## config.mk

```make
export PLATFORM = sky130hd
export DESIGN_NAME = id_ex_stage_flat
export DESIGN_NICKNAME = d
export VERILOG_FILES = /design/src/rtl/pipe_pkg.sv /design/src/rtl/id_ex_stage_if.sv /design/src/rtl/hazard_detect.sv /design/src/rtl/id_ex_stage.sv /design/src/flat_wrapper.sv
export SDC_FILE = /design/constraint.sdc
export NUM_CORES = 1
export LEC_CHECK = 0
export CAP_MARGIN = 5
export CORE_MARGIN = 3
export CORE_UTILIZATION = 25
export CTS_CLUSTER_DIAMETER = 100
export DETAILED_ROUTE_END_ITERATION = 6
export SLEW_MARGIN = 20
export SYNTH_ARGS = -nofsm -noshare
export SYNTH_HDL_FRONTEND = slang
export SYNTH_HIERARCHICAL = 1
export SYNTH_SLANG_ARGS = --single-unit
```

## constraint.sdc

```tcl
create_clock -name clk -period 4.9 [get_ports clk]
set_input_delay 0.49 -clock clk [delete_from_list [all_inputs] [get_ports clk]]
set_output_delay 0.49 -clock clk [all_outputs]
set_load 0.05 [all_outputs]
```

## src/rtl/pipe_pkg.sv

```systemverilog
// Shared pipeline definitions: control-bundle bit layout, ALU op encodings, bubble constant.
package pipe_pkg;
  localparam int CTRL_W        = 11;
  localparam int CTRL_REGDST   = 10;
  localparam int CTRL_JUMP     = 9;
  localparam int CTRL_BRANCH   = 8;
  localparam int CTRL_MEMREAD  = 7;
  localparam int CTRL_MEMTOREG = 6;
  localparam int CTRL_ALUOP_HI = 5;
  localparam int CTRL_ALUOP_LO = 3;
  localparam int CTRL_REGWRITE = 2;
  localparam int CTRL_ALUSRC   = 1;
  localparam int CTRL_MEMWRITE = 0;

  typedef enum logic [2:0] {
    ALU_AND = 3'b000,
    ALU_OR  = 3'b001,
    ALU_ADD = 3'b010,
    ALU_SUB = 3'b110,
    ALU_SLT = 3'b111
  } aluop_e;

  typedef struct packed {
    logic       reg_dst;
    logic       jump;
    logic       branch;
    logic       mem_read;
    logic       mem_to_reg;
    logic [2:0] alu_op;
    logic       reg_write;
    logic       alu_src;
    logic       mem_write;
  } ctrl_t;

  localparam logic [CTRL_W-1:0] CTRL_BUBBLE = '0;
endpackage

```

## src/rtl/id_ex_stage_if.sv

```systemverilog
// ID/EX boundary bundle: ID-side inputs, flush/stall, EX-side registered outputs.
interface id_ex_stage_if #(
  parameter int DATA_W     = 32,
  parameter int REG_ADDR_W = 5,
  parameter int CNT_W      = 16
);
  import pipe_pkg::*;

  logic [CTRL_W-1:0]     id_ctrl;
  logic                  id_valid;
  logic [DATA_W-1:0]     id_pc4, id_rd1, id_rd2, id_imm;
  logic [REG_ADDR_W-1:0] id_rs, id_rt, id_rd;
  logic                  flush;
  logic                  stall_out;
  logic [CTRL_W-1:0]     ex_ctrl;
  logic                  ex_valid;
  logic [DATA_W-1:0]     ex_pc4, ex_rd1, ex_rd2, ex_imm;
  logic [REG_ADDR_W-1:0] ex_rs, ex_rt, ex_rd;
  logic [CNT_W-1:0]      bubble_cnt;

  modport master (
    output id_ctrl, id_valid, id_pc4, id_rd1, id_rd2, id_imm, id_rs, id_rt, id_rd, flush,
    input  stall_out, ex_ctrl, ex_valid, ex_pc4, ex_rd1, ex_rd2, ex_imm, ex_rs, ex_rt, ex_rd,
           bubble_cnt
  );

  modport slave (
    input  id_ctrl, id_valid, id_pc4, id_rd1, id_rd2, id_imm, id_rs, id_rt, id_rd, flush,
    output stall_out, ex_ctrl, ex_valid, ex_pc4, ex_rd1, ex_rd2, ex_imm, ex_rs, ex_rt, ex_rd,
           bubble_cnt
  );
endinterface

```

## src/rtl/hazard_detect.sv

```systemverilog
// Load-use comparator: a valid load in EX whose rt feeds the valid ID instruction.
module hazard_detect #(
  parameter int REG_ADDR_W = 5
) (
  input  logic                  i_ex_valid,
  input  logic                  i_ex_mem_read,
  input  logic                  i_id_valid,
  input  logic [REG_ADDR_W-1:0] i_ex_rt,
  input  logic [REG_ADDR_W-1:0] i_id_rs,
  input  logic [REG_ADDR_W-1:0] i_id_rt,
  output logic                  o_hazard
);
  // r0 is hardwired zero, so a load targeting it never creates a dependency
  assign o_hazard = i_ex_valid & i_ex_mem_read & i_id_valid & (i_ex_rt != '0) &
                    ((i_ex_rt == i_id_rs) | (i_ex_rt == i_id_rt));
endmodule

```

## src/rtl/id_ex_stage.sv

```systemverilog
// ID/EX pipeline register with bubble insertion, load-use stall and bubble counter.
// Optional hazard detection enabled by defining ID_EX_HAZARD_DETECT_EN.
module id_ex_stage
  import pipe_pkg::*;
#(
  parameter int DATA_W     = 32,
  parameter int REG_ADDR_W = 5,
  parameter int CNT_W      = 16
) (
  input logic           clk,
  input logic           rst,
  id_ex_stage_if.slave  bus
);
  logic [CTRL_W-1:0]     r_ctrl;
  logic                  r_valid;
  logic [DATA_W-1:0]     r_pc4, r_rd1, r_rd2, r_imm;
  logic [REG_ADDR_W-1:0] r_rs, r_rt, r_rd;
  logic [CNT_W-1:0]      r_cnt;
  logic                  w_hazard, w_bubble, w_count;

`ifdef ID_EX_HAZARD_DETECT_EN
  hazard_detect #(.REG_ADDR_W(REG_ADDR_W)) u_hazard (
    .i_ex_valid    (r_valid),
    .i_ex_mem_read (r_ctrl[CTRL_MEMREAD]),
    .i_id_valid    (bus.id_valid),
    .i_ex_rt       (r_rt),
    .i_id_rs       (bus.id_rs),
    .i_id_rt       (bus.id_rt),
    .o_hazard      (w_hazard)
  );
`else
  assign w_hazard = 1'b0;
`endif

  // flush wins: the ID instruction is dead, so there is nothing to hold
  assign bus.stall_out = w_hazard & ~bus.flush;
  assign w_bubble      = bus.flush | w_hazard | ~bus.id_valid;
  assign w_count       = bus.flush | w_hazard;

  always_ff @(posedge clk or posedge rst) begin
    if (rst) begin
      r_ctrl  <= CTRL_BUBBLE;
      r_valid <= 1'b0;
      r_pc4   <= '0;
      r_rd1   <= '0;
      r_rd2   <= '0;
      r_imm   <= '0;
      r_rs    <= '0;
      r_rt    <= '0;
      r_rd    <= '0;
    end else if (w_bubble) begin
      r_ctrl  <= CTRL_BUBBLE;
      r_valid <= 1'b0;
      r_pc4   <= '0;
      r_rd1   <= '0;
      r_rd2   <= '0;
      r_imm   <= '0;
      r_rs    <= '0;
      r_rt    <= '0;
      r_rd    <= '0;
    end else begin
      r_ctrl  <= bus.id_ctrl;
      r_valid <= bus.id_valid;
      r_pc4   <= bus.id_pc4;
      r_rd1   <= bus.id_rd1;
      r_rd2   <= bus.id_rd2;
      r_imm   <= bus.id_imm;
      r_rs    <= bus.id_rs;
      r_rt    <= bus.id_rt;
      r_rd    <= bus.id_rd;
    end
  end

  // Empty-slot bubbles are not counted; the counter saturates instead of wrapping
  always_ff @(posedge clk or posedge rst) begin
    if (rst)                         r_cnt <= '0;
    else if (w_count && r_cnt != '1) r_cnt <= r_cnt + 1'b1;
  end

  assign bus.ex_ctrl    = r_ctrl;
  assign bus.ex_valid   = r_valid;
  assign bus.ex_pc4     = r_pc4;
  assign bus.ex_rd1     = r_rd1;
  assign bus.ex_rd2     = r_rd2;
  assign bus.ex_imm     = r_imm;
  assign bus.ex_rs      = r_rs;
  assign bus.ex_rt      = r_rt;
  assign bus.ex_rd      = r_rd;
  assign bus.bubble_cnt = r_cnt;
endmodule
```

## src/flat_wrapper.sv

```systemverilog
// flat-port wrapper written by rule: the top's interface ports become plain ports
module id_ex_stage_flat import pipe_pkg::*;
#(
  parameter int DATA_W     = 32,
  parameter int REG_ADDR_W = 5,
  parameter int CNT_W      = 16
)
  (clk, rst, bus_id_ctrl, bus_id_valid, bus_id_pc4, bus_id_rd1, bus_id_rd2, bus_id_imm, bus_id_rs, bus_id_rt, bus_id_rd, bus_flush, bus_stall_out, bus_ex_ctrl, bus_ex_valid, bus_ex_pc4, bus_ex_rd1, bus_ex_rd2, bus_ex_imm, bus_ex_rs, bus_ex_rt, bus_ex_rd, bus_bubble_cnt);
  id_ex_stage_if #(.DATA_W(DATA_W), .REG_ADDR_W(REG_ADDR_W), .CNT_W(CNT_W)) bus_i ();
  input logic clk;
  input logic rst;
  input wire logic [$bits(bus_i.id_ctrl)-1:0] bus_id_ctrl;
  input wire logic [$bits(bus_i.id_valid)-1:0] bus_id_valid;
  input wire logic [$bits(bus_i.id_pc4)-1:0] bus_id_pc4;
  input wire logic [$bits(bus_i.id_rd1)-1:0] bus_id_rd1;
  input wire logic [$bits(bus_i.id_rd2)-1:0] bus_id_rd2;
  input wire logic [$bits(bus_i.id_imm)-1:0] bus_id_imm;
  input wire logic [$bits(bus_i.id_rs)-1:0] bus_id_rs;
  input wire logic [$bits(bus_i.id_rt)-1:0] bus_id_rt;
  input wire logic [$bits(bus_i.id_rd)-1:0] bus_id_rd;
  input wire logic [$bits(bus_i.flush)-1:0] bus_flush;
  output wire logic [$bits(bus_i.stall_out)-1:0] bus_stall_out;
  output wire logic [$bits(bus_i.ex_ctrl)-1:0] bus_ex_ctrl;
  output wire logic [$bits(bus_i.ex_valid)-1:0] bus_ex_valid;
  output wire logic [$bits(bus_i.ex_pc4)-1:0] bus_ex_pc4;
  output wire logic [$bits(bus_i.ex_rd1)-1:0] bus_ex_rd1;
  output wire logic [$bits(bus_i.ex_rd2)-1:0] bus_ex_rd2;
  output wire logic [$bits(bus_i.ex_imm)-1:0] bus_ex_imm;
  output wire logic [$bits(bus_i.ex_rs)-1:0] bus_ex_rs;
  output wire logic [$bits(bus_i.ex_rt)-1:0] bus_ex_rt;
  output wire logic [$bits(bus_i.ex_rd)-1:0] bus_ex_rd;
  output wire logic [$bits(bus_i.bubble_cnt)-1:0] bus_bubble_cnt;
  assign bus_i.id_ctrl = bus_id_ctrl;
  assign bus_i.id_valid = bus_id_valid;
  assign bus_i.id_pc4 = bus_id_pc4;
  assign bus_i.id_rd1 = bus_id_rd1;
  assign bus_i.id_rd2 = bus_id_rd2;
  assign bus_i.id_imm = bus_id_imm;
  assign bus_i.id_rs = bus_id_rs;
  assign bus_i.id_rt = bus_id_rt;
  assign bus_i.id_rd = bus_id_rd;
  assign bus_i.flush = bus_flush;
  assign bus_stall_out = bus_i.stall_out;
  assign bus_ex_ctrl = bus_i.ex_ctrl;
  assign bus_ex_valid = bus_i.ex_valid;
  assign bus_ex_pc4 = bus_i.ex_pc4;
  assign bus_ex_rd1 = bus_i.ex_rd1;
  assign bus_ex_rd2 = bus_i.ex_rd2;
  assign bus_ex_imm = bus_i.ex_imm;
  assign bus_ex_rs = bus_i.ex_rs;
  assign bus_ex_rt = bus_i.ex_rt;
  assign bus_ex_rd = bus_i.ex_rd;
  assign bus_bubble_cnt = bus_i.bubble_cnt;
  id_ex_stage #(.DATA_W(DATA_W), .REG_ADDR_W(REG_ADDR_W), .CNT_W(CNT_W)) u_core (.clk(clk), .rst(rst), .bus(bus_i));
endmodule
```

==> impl_metrics.yaml <==
die:
  start_util_pct: 25.8
  die_w_um: 157
  row_count: 54
  core_area_sq_um: 22100
  ioPinCount: 330
  design.die.area_sq_um: 24700
  fp.dieH_um: 157
final_layout:
  layout-drive-gt1-share_pct: 5.50
  final_util_pct: 44.8
  nets: 892
  final_common_cell: "clkdlybuf4s50_1"
  mostFrequentLayoutCells: "clkdlybuf4s50_1 (328), dfrtp_1 (171), and2_1 (155)"
  fill_cells: 2048
  instances_no_fill: 1026
  syn_to_final_growth_pct: 73.7
detailed_routing:
  antenna_left: 0
  routed_wl_mm: 16.5
  wl_per_cell_um: 16.1
  first_iter_violations: 199
  drc: 0
  dr.pass1.iters: 4
  vias_per_cell: 3.89
  vias: 3989
worst_setup_path:
  path_max_fanout: 6
  worst-path-buf-inv: 1
  critical_path_arrival_ns: 1.72
  critPathCaptureType: "primary output"
  worstPathCellList: "clkdlybuf4s50_1"
  r2r_cells: 5
  cp_top_family: "buffers and inverters"
  worstPathRequired_ns: 4.41
  critical_path_class: "flop to primary output"
  cpPeakStageDelay_ns: 0.85
  reg2reg_setup_slack_ns: 2.91
  crit_path_start_kind: "flop"
  r2r_start: "u_core/bus.bubble_cnt[0]"
  cp_slowest_cell: "clkdlybuf4s50_1"
  r2r_end: "u_core/bus.bubble_cnt[6]"
logic_synthesis:
  syn_area_sq_um: 5700
  synth.distinct_cells: 24
  syn_nets: 558
  ys_warn_count: 6
  synth_seq_cells: 171
  ys_seq_area_share_pct: 75.0
  avgSynthCellArea_sq_um: 14.3
  synthCells: 399
sta:
  worst_pin_slew_ns: 0.810
  slew_viol_final: 0
  timing.final.hold_violations: 0
  fin_tns_setup_ns: 0
  finalCritPeriodShare_pct: 45.2
  fmax_mhz: 452
  finClkSkew_ns: 0.00506
  rsz0062_at_grt: "no"
  relSlewSlack_pct: 46.0
  finalSetupViolations: 0
  fin_crit_ns: 2.21
clocking:
  h-tree-depth: 4
  cts.repair.resized: 0
  cts_buffers: 17
  cts_tree: "built"
  clock_path_buffers: 2
  cts_hold_buf: 0
  cts_sinks: 171
  clkSlewWorstSetupHoldPaths_ns: 0.07
  root_buffer: "clkbuf_16"
  postCtsSetupBuffers: 0
  clk-insertion-delay-late_ns: 0.41
placed_design:
  dp_hpwl_mm: 12.3
  port_buffers: 328
  gp_congestion: 0.754
  place_inst: 994
power_and_ir_drop:
  power.density_nw_per_um2: 364
  p_leak_nw: 4.39
  vdd_drop_max_uv: 190
global_routing:
  grt_pass1_wl_mm: 24.3
  grt-ovfl-total: 0
  grt_usage_pct: 13.2
  grt_max_degree: 81
  grt_pass1_vias: 4176
  grt_antenna_before_repair: 2
flow_run:
  maxCapViolations: 0
run_status:
  outcome: "finished clean"
hold_path:
  worstHoldPathType: "input port to asynchronous set/reset pin"
==> area by class of cell <==
| class | count | area, sq um | share of cell area, % |
|---|---|---|---|
| Clock inverter | 13 | 160 | 1.62 |
| Clock buffer | 18 | 429 | 4.33 |
| Multi-Input combinational cell | 209 | 1360 | 13.7 |
| Sequential cell | 171 | 4280 | 43.2 |
| Timing Repair Buffer | 333 | 3320 | 33.5 |
| Antenna cell | 1 | 2.50 | 0.0253 |
| Inverter | 1 | 7.51 | 0.0758 |
| Tap cell | 280 | 350 | 3.54 |
==> stage by stage <==
stage / setup WS [ns] / hold WS (ns) / area [sq um] / total power [mW]
after floorplan: 2.23 / 0.619 / 5710 / 1.95
after global placement: 2.24 / 0.504 / 9320 / 2.28
after detailed placement: 2.23 / 0.511 / 9320 / 2.28
after CTS: 2.62 / 0.519 / 9900 / 3.67
after global routing: 2.53 / 0.551 / 9910 / 3.77
final: 2.69 / 0.510 / 9910 / 3.61
==> report_power, final <==
part | total, mW | switching, mW | leakage (nW) | internal [mW]
Sequential | 1.54 | 0.0578 | 2.30 | 1.49
Clock | 1.36 | 0.597 | 0.279 | 0.766
Combinational | 0.698 | 0.406 | 1.82 | 0.292
Total | 3.61 | 1.06 | 4.39 | 2.55
==> state kept, by name, indices dropped and copies added, names as in the netlist <==
name / flops
u_core/bus.ex_ctrl: 11
u_core/bus.bubble_cnt: 16
u_core/bus.ex_rd: 5
u_core/bus.ex_rd2: 32
u_core/bus.ex_valid: 1
u_core/bus.ex_imm: 32
u_core/bus.ex_pc4: 32
u_core/bus.ex_rt: 5
u_core/bus.ex_rd1: 32
u_core/bus.ex_rs: 5
==> metal layers <==
metal	vias up	routed length, um	global-route usage [%]
met5	-	7	0
met4	2	249	5.00
met3	18	1870	6.63
met2	195	8460	22.5
met1	1864	5930	13.9
li1	1910	-	-
==> cells in the mapped netlist, drive strengths merged <==
master / instances / area [sq um]
and2: 155 / 970
and3: 3 / 18.8
and4: 2 / 17.5
buf: 1 / 7.51
clkbuf: 17 / 63.8
conb: 1 / 3.75
dfrtp: 171 / 4280
ha: 1 / 12.5
inv: 1 / 3.75
mux2: 2 / 26.3
nand2: 7 / 26.3
nand2b: 1 / 6.26
nand3: 5 / 25.0
nand4: 9 / 62.6
nor2: 3 / 11.3
nor2b: 1 / 6.26
nor3: 2 / 10.0
o311ai: 1 / 8.76
o41a: 1 / 11.3
or4: 1 / 11.3
xnor2: 10 / 87.6
xor2: 4 / 35.0
==> worst max path at each step <==
stage | startpoint | endpoint | slack (ns) | depth (start not counted)
after detailed placement | bus_flush | u_core/bus.ex_imm[30] | 2.23 | 5
final | u_core/bus.bubble_cnt[0] | bus_bubble_cnt[0] | 2.69 | 1
after CTS | u_core/bus.bubble_cnt[12] | bus_bubble_cnt[12] | 2.62 | 1
after global placement | bus_flush | u_core/bus.ex_imm[28] | 2.24 | 5
after global routing | bus_flush | u_core/bus.ex_rd2[29] | 2.53 | 5
after floorplan | rst | u_core/bus.bubble_cnt[0] | 2.23 | 1
==> cell families (layout without fill, tap and decap cells) <==
kind of cell	count (synthesis)	in the layout	share of synthesized area [%]
xor gates and xnor gates	14	14	2.15
other	1	2	0.0657
AOI/OAI and AO/OA	2	2	0.351
DFF	171	171	75.0
muxes	2	2	0.461
buffers and inverters	19	365	1.32
and+or+nand+nor	189	189	20.4
adders and majority gates	1	1	0.219
(Power assumes the default switching activity.)
